## src/rtl/waypoint_sequencer_if.sv

```systemverilog
// Drive-controller link for waypoint_sequencer.
// Sequencer is master; the drive controller is slave.
interface waypoint_sequencer_if;
  logic signed [31:0] target_position_x;
  logic signed [31:0] target_position_y;
  logic signed [31:0] initial_position_x;
  logic signed [31:0] initial_position_y;
  logic               robot_controller_en;
  logic               ctrl_restart;
  logic               target_reached;

  modport master (
    output target_position_x,
    output target_position_y,
    output initial_position_x,
    output initial_position_y,
    output robot_controller_en,
    output ctrl_restart,
    input  target_reached
  );

  modport slave (
    input  target_position_x,
    input  target_position_y,
    input  initial_position_x,
    input  initial_position_y,
    input  robot_controller_en,
    input  ctrl_restart,
    output target_reached
  );
endinterface

```

## src/rtl/waypoint_sequencer.sv

```systemverilog
// Waypoint sequencer: walks a (x,y) table, one controller leg per entry.
// Optional WAYPOINT_LOOP_EN: endless looping with a lap_count output.
module waypoint_sequencer #(
  parameter int DEPTH          = 8,
  parameter int AW             = 3,
  parameter int RESTART_CYCLES = 4
) (
  input  logic              clk,
  input  logic              reset,
  input  logic              wp_wr_en,
  input  logic [AW-1:0]     wp_wr_addr,
  input  logic [31:0]       wp_wr_x,
  input  logic [31:0]       wp_wr_y,
  input  logic [AW:0]       wp_count,
  input  logic [31:0]       home_x,
  input  logic [31:0]       home_y,
  input  logic              start,
  input  logic              abort,
  input  logic              tick_1ms,
  input  logic [15:0]       timeout_ms,
  waypoint_sequencer_if.master ctrl,
  output logic [AW-1:0]     wp_index,
  output logic              busy,
  output logic              done,
  output logic [1:0]        fault,
  output logic              wr_reject
`ifdef WAYPOINT_LOOP_EN
  ,
  output logic [7:0]        lap_count
`endif
);

  localparam int CW = $clog2(RESTART_CYCLES + 1);

  typedef enum logic [2:0] {
    S_IDLE,
    S_LOAD,
    S_RESTART,
    S_RUN,
    S_NEXT,
    S_DONE,
    S_FAULT
  } state_t;

  state_t state_q, state_d;

  logic [31:0]   tbl_x [DEPTH];
  logic [31:0]   tbl_y [DEPTH];

  logic [AW-1:0] idx_q, idx_d;
  logic          done_q, done_d;
  logic [1:0]    fault_q, fault_d;
  logic [1:0]    fault_now;
  logic [CW-1:0] rc_q;
  logic [15:0]   tmr_q, tmr_inc;
  logic          expire;
  logic          last;
  logic          rej_q;
  logic [31:0]   tgt_x_q, tgt_y_q;
  logic [31:0]   ini_x_q, ini_y_q;
  logic [31:0]   ini_x_d, ini_y_d;

`ifdef WAYPOINT_LOOP_EN
  logic          wrap_q;
  logic          lap_inc;
  logic          lap_clr;
  logic [7:0]    lap_q;
  logic [AW-1:0] wrap_idx;
`endif

  assign busy = (state_q == S_LOAD) || (state_q == S_RESTART) ||
                (state_q == S_RUN)  || (state_q == S_NEXT);

  assign last = ({1'b0, idx_q} == (wp_count - (AW+1)'(1)));

  assign tmr_inc = (tick_1ms && (tmr_q != 16'hFFFF)) ?
                   tmr_q + 16'd1 : tmr_q;
  assign expire  = (timeout_ms != 16'd0) && (tmr_inc == timeout_ms);

  assign ctrl.target_position_x  = tgt_x_q;
  assign ctrl.target_position_y  = tgt_y_q;
  assign ctrl.initial_position_x = ini_x_q;
  assign ctrl.initial_position_y = ini_y_q;
  assign ctrl.robot_controller_en = (state_q == S_RUN);
  assign ctrl.ctrl_restart        = (state_q == S_RESTART);

  assign wp_index  = idx_q;
  assign done      = done_q;
  assign fault     = fault_q | fault_now;
  assign wr_reject = rej_q;

`ifdef WAYPOINT_LOOP_EN
  assign wrap_idx  = AW'(wp_count - (AW+1)'(1));
  assign lap_clr   = start && !abort &&
                     ((state_q == S_IDLE) || (state_q == S_DONE) ||
                      (state_q == S_FAULT));
  assign lap_inc   = !abort && (state_q == S_NEXT) && last;
  assign lap_count = lap_q;
`endif

  // Host table write; dropped while a sequence is running.
  always_ff @(posedge clk) begin
    if (wp_wr_en && !busy) begin
      tbl_x[wp_wr_addr] <= wp_wr_x;
      tbl_y[wp_wr_addr] <= wp_wr_y;
    end
  end

  // Start point of the leg: home, the previous entry, or last entry on wrap.
  always_comb begin
    ini_x_d = home_x;
    ini_y_d = home_y;
    if (idx_q != '0) begin
      ini_x_d = tbl_x[idx_q - AW'(1)];
      ini_y_d = tbl_y[idx_q - AW'(1)];
    end
`ifdef WAYPOINT_LOOP_EN
    else if (wrap_q) begin
      ini_x_d = tbl_x[wrap_idx];
      ini_y_d = tbl_y[wrap_idx];
    end
`endif
  end

  // State, leg index and sticky status registers.
  always_ff @(posedge clk or negedge reset) begin
    if (!reset) begin
      state_q <= S_IDLE;
      idx_q   <= '0;
      done_q  <= 1'b0;
      fault_q <= 2'd0;
    end else begin
      state_q <= state_d;
      idx_q   <= idx_d;
      done_q  <= done_d;
      fault_q <= fault_d;
    end
  end

  // Next-state decode; abort overrides everything.
  always_comb begin
    state_d   = state_q;
    idx_d     = idx_q;
    done_d    = done_q;
    fault_d   = fault_q;
    fault_now = 2'd0;
    unique case (state_q)
      S_IDLE, S_DONE, S_FAULT: begin
        if (start) begin
          if (wp_count == '0) begin
            state_d = S_DONE;
            done_d  = 1'b1;
            fault_d = 2'd0;
          end else if (wp_count > (AW+1)'(DEPTH)) begin
            state_d = S_FAULT;
            done_d  = 1'b0;
            fault_d = 2'd2;
          end else begin
            state_d = S_LOAD;
            idx_d   = '0;
            done_d  = 1'b0;
            fault_d = 2'd0;
          end
        end
      end
      S_LOAD: state_d = S_RESTART;
      S_RESTART: begin
        if (rc_q == CW'(RESTART_CYCLES - 1)) state_d = S_RUN;
      end
      S_RUN: begin
        if (ctrl.target_reached) begin
          state_d = S_NEXT;
        end else if (expire) begin
          state_d   = S_FAULT;
          fault_d   = 2'd1;
          fault_now = 2'd1;
        end
      end
      S_NEXT: begin
        if (last) begin
`ifdef WAYPOINT_LOOP_EN
          state_d = S_LOAD;
          idx_d   = '0;
`else
          state_d = S_DONE;
          done_d  = 1'b1;
`endif
        end else begin
          state_d = S_LOAD;
          idx_d   = idx_q + AW'(1);
        end
      end
      default: state_d = S_IDLE;
    endcase
    if (abort) begin
      state_d   = S_IDLE;
      idx_d     = '0;
      done_d    = 1'b0;
      fault_d   = 2'd0;
      fault_now = 2'd0;
    end
  end

  // Leg datapath: positions, restart counter, leg timer, reject pulse.
  always_ff @(posedge clk or negedge reset) begin
    if (!reset) begin
      rej_q   <= 1'b0;
      rc_q    <= '0;
      tmr_q   <= '0;
      tgt_x_q <= '0;
      tgt_y_q <= '0;
      ini_x_q <= '0;
      ini_y_q <= '0;
    end else begin
      rej_q <= wp_wr_en && busy;
      rc_q  <= (state_q == S_RESTART) ? rc_q + CW'(1) : '0;
      if (state_q == S_RESTART) begin
        tmr_q <= '0;
      end else if (state_q == S_RUN) begin
        tmr_q <= tmr_inc;
      end
      if (state_q == S_LOAD) begin
        tgt_x_q <= tbl_x[idx_q];
        tgt_y_q <= tbl_y[idx_q];
        ini_x_q <= ini_x_d;
        ini_y_q <= ini_y_d;
      end
    end
  end

`ifdef WAYPOINT_LOOP_EN
  // Lap counter and wrap flag for the looping build.
  always_ff @(posedge clk or negedge reset) begin
    if (!reset) begin
      wrap_q <= 1'b0;
      lap_q  <= '0;
    end else begin
      if (lap_clr || abort) begin
        wrap_q <= 1'b0;
      end else if (lap_inc) begin
        wrap_q <= 1'b1;
      end
      if (lap_clr) begin
        lap_q <= '0;
      end else if (lap_inc && (lap_q != 8'hFF)) begin
        lap_q <= lap_q + 8'd1;
      end
    end
  end
`endif

endmodule

```

## src/flat_wrapper.sv

```systemverilog
// flat-port wrapper written by rule: the top's interface ports become plain ports
module waypoint_sequencer_flat 
#(
  parameter int DEPTH          = 8,
  parameter int AW             = 3,
  parameter int RESTART_CYCLES = 4
)
  (clk, reset, wp_wr_en, wp_wr_addr, wp_wr_x, wp_wr_y, wp_count, home_x, home_y, start, abort, tick_1ms, timeout_ms, wp_index, busy, done, fault, wr_reject, ctrl_target_position_x, ctrl_target_position_y, ctrl_initial_position_x, ctrl_initial_position_y, ctrl_robot_controller_en, ctrl_ctrl_restart, ctrl_target_reached);
  waypoint_sequencer_if ctrl_i ();
  input  logic clk;
  input  logic reset;
  input  logic wp_wr_en;
  input  logic [AW-1:0] wp_wr_addr;
  input  logic [31:0] wp_wr_x;
  input  logic [31:0] wp_wr_y;
  input  logic [AW:0] wp_count;
  input  logic [31:0] home_x;
  input  logic [31:0] home_y;
  input  logic start;
  input  logic abort;
  input  logic tick_1ms;
  input  logic [15:0] timeout_ms;
  output logic [AW-1:0] wp_index;
  output logic busy;
  output logic done;
  output logic [1:0] fault;
  output logic wr_reject;
  output wire logic [$bits(ctrl_i.target_position_x)-1:0] ctrl_target_position_x;
  output wire logic [$bits(ctrl_i.target_position_y)-1:0] ctrl_target_position_y;
  output wire logic [$bits(ctrl_i.initial_position_x)-1:0] ctrl_initial_position_x;
  output wire logic [$bits(ctrl_i.initial_position_y)-1:0] ctrl_initial_position_y;
  output wire logic [$bits(ctrl_i.robot_controller_en)-1:0] ctrl_robot_controller_en;
  output wire logic [$bits(ctrl_i.ctrl_restart)-1:0] ctrl_ctrl_restart;
  input wire logic [$bits(ctrl_i.target_reached)-1:0] ctrl_target_reached;
  assign ctrl_target_position_x = ctrl_i.target_position_x;
  assign ctrl_target_position_y = ctrl_i.target_position_y;
  assign ctrl_initial_position_x = ctrl_i.initial_position_x;
  assign ctrl_initial_position_y = ctrl_i.initial_position_y;
  assign ctrl_robot_controller_en = ctrl_i.robot_controller_en;
  assign ctrl_ctrl_restart = ctrl_i.ctrl_restart;
  assign ctrl_i.target_reached = ctrl_target_reached;
  waypoint_sequencer #(.DEPTH(DEPTH), .AW(AW), .RESTART_CYCLES(RESTART_CYCLES)) u_core (.clk(clk), .reset(reset), .wp_wr_en(wp_wr_en), .wp_wr_addr(wp_wr_addr), .wp_wr_x(wp_wr_x), .wp_wr_y(wp_wr_y), .wp_count(wp_count), .home_x(home_x), .home_y(home_y), .start(start), .abort(abort), .tick_1ms(tick_1ms), .timeout_ms(timeout_ms), .ctrl(ctrl_i), .wp_index(wp_index), .busy(busy), .done(done), .fault(fault), .wr_reject(wr_reject));
endmodule
```

## config.mk

```make
export PLATFORM = sky130hd
export DESIGN_NAME = waypoint_sequencer_flat
export DESIGN_NICKNAME = d
export VERILOG_FILES = /design/src/rtl/waypoint_sequencer_if.sv /design/src/rtl/waypoint_sequencer.sv /design/src/flat_wrapper.sv
export SDC_FILE = /design/constraint.sdc
export NUM_CORES = 1
export LEC_CHECK = 0
export ABC_CLOCK_PERIOD_IN_PS = 8300
export BUFFER_PORTS_ARGS = -buffer_cell sky130_fd_sc_hd__buf_4
export CAP_MARGIN = 40
export CORE_MARGIN = 2
export CORE_UTILIZATION = 50
export DETAILED_ROUTE_END_ITERATION = 10
export PLACE_DENSITY_LB_ADDON = 0.05
export REMOVE_ABC_BUFFERS = 1
export SETUP_SLACK_MARGIN = 0.3
export SKIP_LAST_GASP = 1
export SLEW_MARGIN = 10
export SYNTH_ARGS = -nofsm -noshare
export SYNTH_HDL_FRONTEND = slang
export SYNTH_SLANG_ARGS = --single-unit
```

## constraint.sdc

```tcl
create_clock -name clk -period 8.3 [get_ports clk]
set_clock_uncertainty 0.15 [all_clocks]
set_input_delay 0.83 -clock clk [delete_from_list [all_inputs] [get_ports clk]]
set_output_delay 0.83 -clock clk [all_outputs]
set_load 0.05 [all_outputs]
```

======== Yosys cells after proc, flatten, opt, wreduce, memory -nomap -nowiden ========
Memory sizes are Yosys's and may differ from the RTL's. A register that Yosys moved wholly into a read port is not among the register bits.
Cells that the tools add are included.
cells by class
  bitwise gates (word level) .............. 1
  equal/unequal tests ..................... 19
  reduce and logical (&&, ||, !) cells .... 22
  multipliers ............................. 0
  div/mod/pow operators ................... 0
  magnitude comparators ................... 1
  muxes and demuxes ....................... 39
  shift-type cells ........................ 0
  add/subtract/negate cells ............... 5
operators by type and width
  cell                   count
  $mux 32                2
  $mux 16                3
  $mux 3                 14
  $mux 2                 9
  $add 16x1->16 const B  1
  $eq 16x16->1           1
  $ne 16x16->1 const B   1
  $reduce_bool 16->1     1
  $ne 3x3->1 const B     5
  $pmux 3 s5             1
  $eq 3x2->1 const B     3
  $eq 3x3->1 const B     3
  $ne 3x2->1 const B     3
  $reduce_bool 3->1      3
  $mux 1                 7
  $add 3x1->3 const B    2
  $pmux 3 s2             1
  $reduce_and 3->1       2
  $reduce_and 5->1       1
  $eq 3x4->1             1
  $gt 4x4->1 const B     1
  $logic_and 1x1->1      4
  $logic_not 4->1        1
  $ne 4x2->1 const B     1
  12 further kinds       16
storage, ports and cells
  latch bits .............................. 0
  word-level logic and storage cells ...... 98
  memory bits (writable) .................. 512
  bits of input ports ..................... 158
  memories kept ........................... 2
  output and inout bits ................... 138
  ROM bits ................................ 0
  bits in registers ....................... 93
memory list
  memory        depth  width  read ports  clocked after memory_dff  write ports  line                      text
  u_core.tbl_x  8      32     2           1                         1            waypoint_sequencer.sv:47  logic [31:0] tbl_x [DEPTH];
  u_core.tbl_y  8      32     2           1                         1            waypoint_sequencer.sv:48  logic [31:0] tbl_y [DEPTH];

======== Logic depth before layout (Yosys ltp) ========
  depth after elaboration ................. 10
  mapped depth ............................ 12
  gate-level depth less buffers ........... 9

======== Worst setup path after synthesis ========
No wires, ideal clock.
  path type ............................... flip-flop to flip-flop
  start point ............................. register u_core.state_q[1]
  end point ............................... memory u_core.tbl_x[1][0], enable pin
  cell stages (with the launch flop) ...... 6
  clock period less this slack ............ 6.204 ns
  required time ........................... 7.585 ns
  setup slack ............................. 2.096 ns
  arrival time ............................ 5.489 ns
  setup time .............................. 0.565 ns
  path through ............................ dfrtp_1 -> clkbuf_1 -> nor2_1 -> xnor2_1 -> nand3_1 -> nor3_1
on the way
  cells in the longest elaborated chain, start to end .. 8
ends and longest elaborated chain
  what                                      line                       text
  start, declared                           waypoint_sequencer.sv:45   state_t state_q, state_d;
  start signal, assigned                    waypoint_sequencer.sv:133  state_q <= state_d;
  $eq 3x1->1 or $eq 3x2->1 (tied branches)  waypoint_sequencer.sv:71   assign busy = (state_q == S_LOAD) || (state_q == S_RESTART) ||
  $logic_or 1x1->1 (2 in series)            waypoint_sequencer.sv:71
  $logic_or 1x1->1 (*)                      waypoint_sequencer.sv:72   (state_q == S_RUN) || (state_q == S_NEXT);
  $logic_not 1->1 (*)                       waypoint_sequencer.sv:103  if (wp_wr_en && !busy) begin
  $logic_and 1x1->1 (*)                     waypoint_sequencer.sv:103
  $mux 1 (*)                                waypoint_sequencer.sv:103
  $mux 1 (implied by the code) (*)          waypoint_sequencer.sv:104  tbl_x[wp_wr_addr] <= wp_wr_x;
  end, declared                             waypoint_sequencer.sv:47
Mark *: on every way between the ends. The rest lies on a longest branch, timed or not.

======== Worst setup path in the final report ========
  start point ............................. register u_core.tmr_q[0]
  end point ............................... output fault[0]
on the way
  cells in the longest elaborated chain, start to end .. 10
ends and longest elaborated chain
  what                                                   line                       text
  start, declared                                        waypoint_sequencer.sv:55   logic [15:0] tmr_q, tmr_inc;
  start signal, assigned                                 waypoint_sequencer.sv:220  tmr_q <= tmr_inc;
  branches (longest 2 deep; another with $add 16x1->16)  --
  $mux 16 (*)                                            waypoint_sequencer.sv:76   assign tmr_inc = (tick_1ms && (tmr_q != 16'hFFFF)) ?
  $eq 16x16->1 (*)                                       waypoint_sequencer.sv:78   assign expire = (timeout_ms != 16'd0) && (tmr_inc == timeout_ms);
  $logic_and 1x1->1 (*)                                  waypoint_sequencer.sv:78
  $mux 1 (*)                                             waypoint_sequencer.sv:173  end else if (expire) begin
  $mux 2 (*)                                             waypoint_sequencer.sv:171  if (ctrl.target_reached) begin
  $mux 2 (*)                                             waypoint_sequencer.sv:147  unique case (state_q)
  $mux 2 (*)                                             waypoint_sequencer.sv:195  if (abort) begin
  $or 2x2->2 (*)                                         waypoint_sequencer.sv:89   assign fault = fault_q | fault_now;
  end, declared                                          flat_wrapper.sv:26         output logic [1:0] fault;
Every way passes the cells marked *.

==> flow_metrics.py <==
metrics = {
    "run_status": {
        "run_status": "completed",
    },
    "route": {
        "post_drt_via_cell_ratio": 6.04,
        "wire_per_inst_um": 25.0,
        "drc": 0,
        "drt-pass1-iter-count": 5,
        "num_vias": 18000,
        "drt_iter0_drc": 1419,
        "drtAntennaViolNets": 0,
        "wl_um": 74700,
    },
    "final_layout": {
        "fin_nets": 2309,
        "final_common_cell": "edfxtp_1",
        "drive_gt1_share_pct": 33.2,
        "area_growth_pct": 18.1,
        "stdcell_count": 2986,
        "final_cell_mix": "edfxtp_1 (512), buf_4 (318), mux4_2 (256)",
    },
    "floorplan": {
        "start_util_pct": 50.7,
        "io_pins": 296,
        "fp.coreArea_sq_um": 60500,
        "die_height_um": 252,
        "die_x_um": 252,
        "rows": 90,
        "dieArea_sq_um": 63300,
    },
    "synthesis": {
        "async_reset_ff_share_pct": 23.5,
        "synth.avg_cell_area_sq_um": 16.3,
        "yosys_warnings": 0,
        "ys_types": 66,
        "synth-seq-area-share_pct": 63.0,
        "synth_edf_count": 512,
        "ys.flop_type": "edfxtp_1",
        "synth-seq-cells": 669,
        "synth_area_sq_um": 30600,
        "synthCells": 1877,
    },
    "cts": {
        "cts_max_level": 3,
        "cts_buffers": 72,
        "clkSinkCount": 669,
        "clkLatencyLatePin_ps": 600,
        "cts.repair.resized": 0,
        "root_buffer": "clkbuf_16",
        "ctsHoldBuffers": 0,
        "clk_pin_slew_ps": 60,
        "cts_tree": "built",
        "clk_path_buf_depth": 3,
        "cts_setup_buffers": 0,
    },
    "worst_setup_path": {
        "critical_path_arrival_ps": 3680,
        "startpoint_type": "register",
        "cp_max_fo": 8,
        "crit_required_ps": 7320,
        "worstSetupEndpointType": "output pin",
        "criticalPathCategory": "register to output pin",
        "r2r_cells": 6,
    },
    "min_path": {
        "hp-class": "input pin to asynchronous set/reset pin",
    },
    "sta": {
        "period_share_pct": 56.2,
        "fmax_ghz": 0.214,
        "finalHoldViolations": 0,
        "fin_tns_setup_ps": 0,
        "rsz0062_at_grt": "false",
        "worst_slew_pin_slew_ps": 1030,
        "period_minus_slack_ps": 4660,
        "slew_headroom_pct": 31.3,
        "setup_viol": 0,
        "slew_viol_final": 0,
    },
    "power_and_ir_drop": {
        "ir_drop_v": 0.000265,
        "leakage_uw": 0.0126,
        "powerDensity_nw_per_um2": 326,
        "total_power_uw": 11800,
    },
    "grt": {
        "antenna_found_initial": 6,
        "grt-ovfl-total": 0,
        "grt_max_degree": 227,
        "track_usage_pct": 23.8,
        "grt_pass1_vias": 18300,
        "grt_pass1_wl_um": 113000,
    },
    "place": {
        "place_hpwl_um": 44900,
        "gp_congestion": 0.826,
        "dp_cells": 2851,
        "numPortBuffers": 295,
    },
    "job": {
        "maxCapViolCount": 0,
    },
}
sequential cells by signal, summed over array words and instances, names as in the netlist, 2 cells and up:
register / flops
u_core.wp_index: 3
u_core.tmr_q: 16
u_core.rc_q: 3
u_core.fault_q: 2
u_core.state_q: 3
u_core.ctrl.target_position_y: 32
u_core.ctrl.initial_position_x: 32
u_core.ctrl.target_position_x: 32
u_core.tbl_y: 256
u_core.ctrl.initial_position_y: 32
u_core.tbl_x: 256
cell usage after synthesis (all sizes together), types with 4 or more instances:
| library cell | n | area (sq um) |
|---|---|---|
| clkbuf | 74 | 279 |
| mux2i | 136 | 1360 |
| buf | 65 | 314 |
| a21oi | 19 | 95.1 |
| xor2 | 10 | 87.6 |
| or4 | 5 | 38.8 |
| nand3 | 19 | 100 |
| ha | 8 | 100 |
| a21o | 4 | 30.0 |
| inv | 14 | 52.6 |
| dfrtp | 157 | 3930 |
| nor2b | 4 | 25.0 |
| nor4 | 9 | 108 |
| nand2b | 8 | 50.1 |
| nand2 | 223 | 837 |
| nand4 | 6 | 82.6 |
| o21ai | 211 | 1060 |
| xnor2 | 12 | 105 |
| a22o | 5 | 43.8 |
| nor3 | 16 | 80.1 |
| a211oi | 8 | 70.1 |
| edfxtp | 512 | 15400 |
| mux4 | 256 | 5770 |
| and4 | 7 | 63.8 |
| nor2 | 33 | 124 |
final timing paths:
check	slack (ps)	start	end
worst max-delay path	3640	u_core.tmr_q[0]	fault[0]
worst min-delay path	60	reset	u_core.ctrl.initial_position_x[29]
worst max register to register	4260	u_core.state_q[0]	u_core.tbl_y[0][26]
worst min register to register	290	u_core.rc_q[0]	u_core.rc_q[0]
max in group asynchronous	6680	reset	u_core.ctrl.target_position_y[23]
min in group clk	290	u_core.rc_q[0]	u_core.rc_q[0]
metrics by stage:
stage	hold WS, ps	util (%)	instance area (sq um)	setup slack (ps)
6_report	61.4	59.8	36200	3640
5_1_grt	91.7	59.8	36200	3400
4_1_cts	51.4	59.8	36200	3660
3_5_place_dp	282	55.9	33800	4150
3_3_place_gp	277	55.5	33600	4100
2_1_floorplan	265	-	30000	-10510
metal layers:
layer	GRT usage [%]	up-vias	part of all wire, %	wire [um]
li1	-	7996	-	-
met1	33.1	9387	42	31200
met2	39.3	550	50	37200
met3	4.16	105	6.4	4750
met4	6.55	8	1.9	1410
met5	0	-	0.075	56
area by class of cell:
type | count | area, sq um
fill | 4570 | 24300
tap | 782 | 978
timing repair buffer | 331 | 2680
inverter | 16 | 60.1
antenna | 2 | 5.00
clock buffer | 101 | 2090
clock inverter | 32 | 264
multi-input combinational | 1053 | 10800
sequential | 669 | 19300
logic make-up (layout without fill, tap and decap cells):
| logic type | count (synthesis) | count (layout) | synth area share [%] |
|---|---|---|---|
| AND/OR/NAND/NOR | 345 | 345 | 5.27 |
| flip-flops | 669 | 669 | 63.0 |
| AO/OA/AOI/OAI | 283 | 283 | 5.21 |
| buffers and inverters | 155 | 480 | 2.13 |
| adder cells (fa/ha/maj) | 8 | 8 | 0.327 |
| XOR/XNOR | 23 | 23 | 0.703 |
| multiplexers | 394 | 394 | 23.3 |
| other | 0 | 2 | 0 |
report_power, final:
part	total [uW]	leakage, uW	internal [uW]	switching (uW)
clock	3160	0.00115	1850	1300
sequential	4490	0.00660	4110	378
combinational	4140	0.00484	1520	2620
worst max-delay path, cell delays in order, from the launching register on:
cell and delay, ps:
dfrtp_1 460, ha_1 330, nand3_1 270, nor4_2 560, nor3_1 130, a2111o_1 470, nor4_4 330, nand3_2 130
o21bai_1 200, buf_4 230
Note: power is estimated with default switching activity, not from simulation.
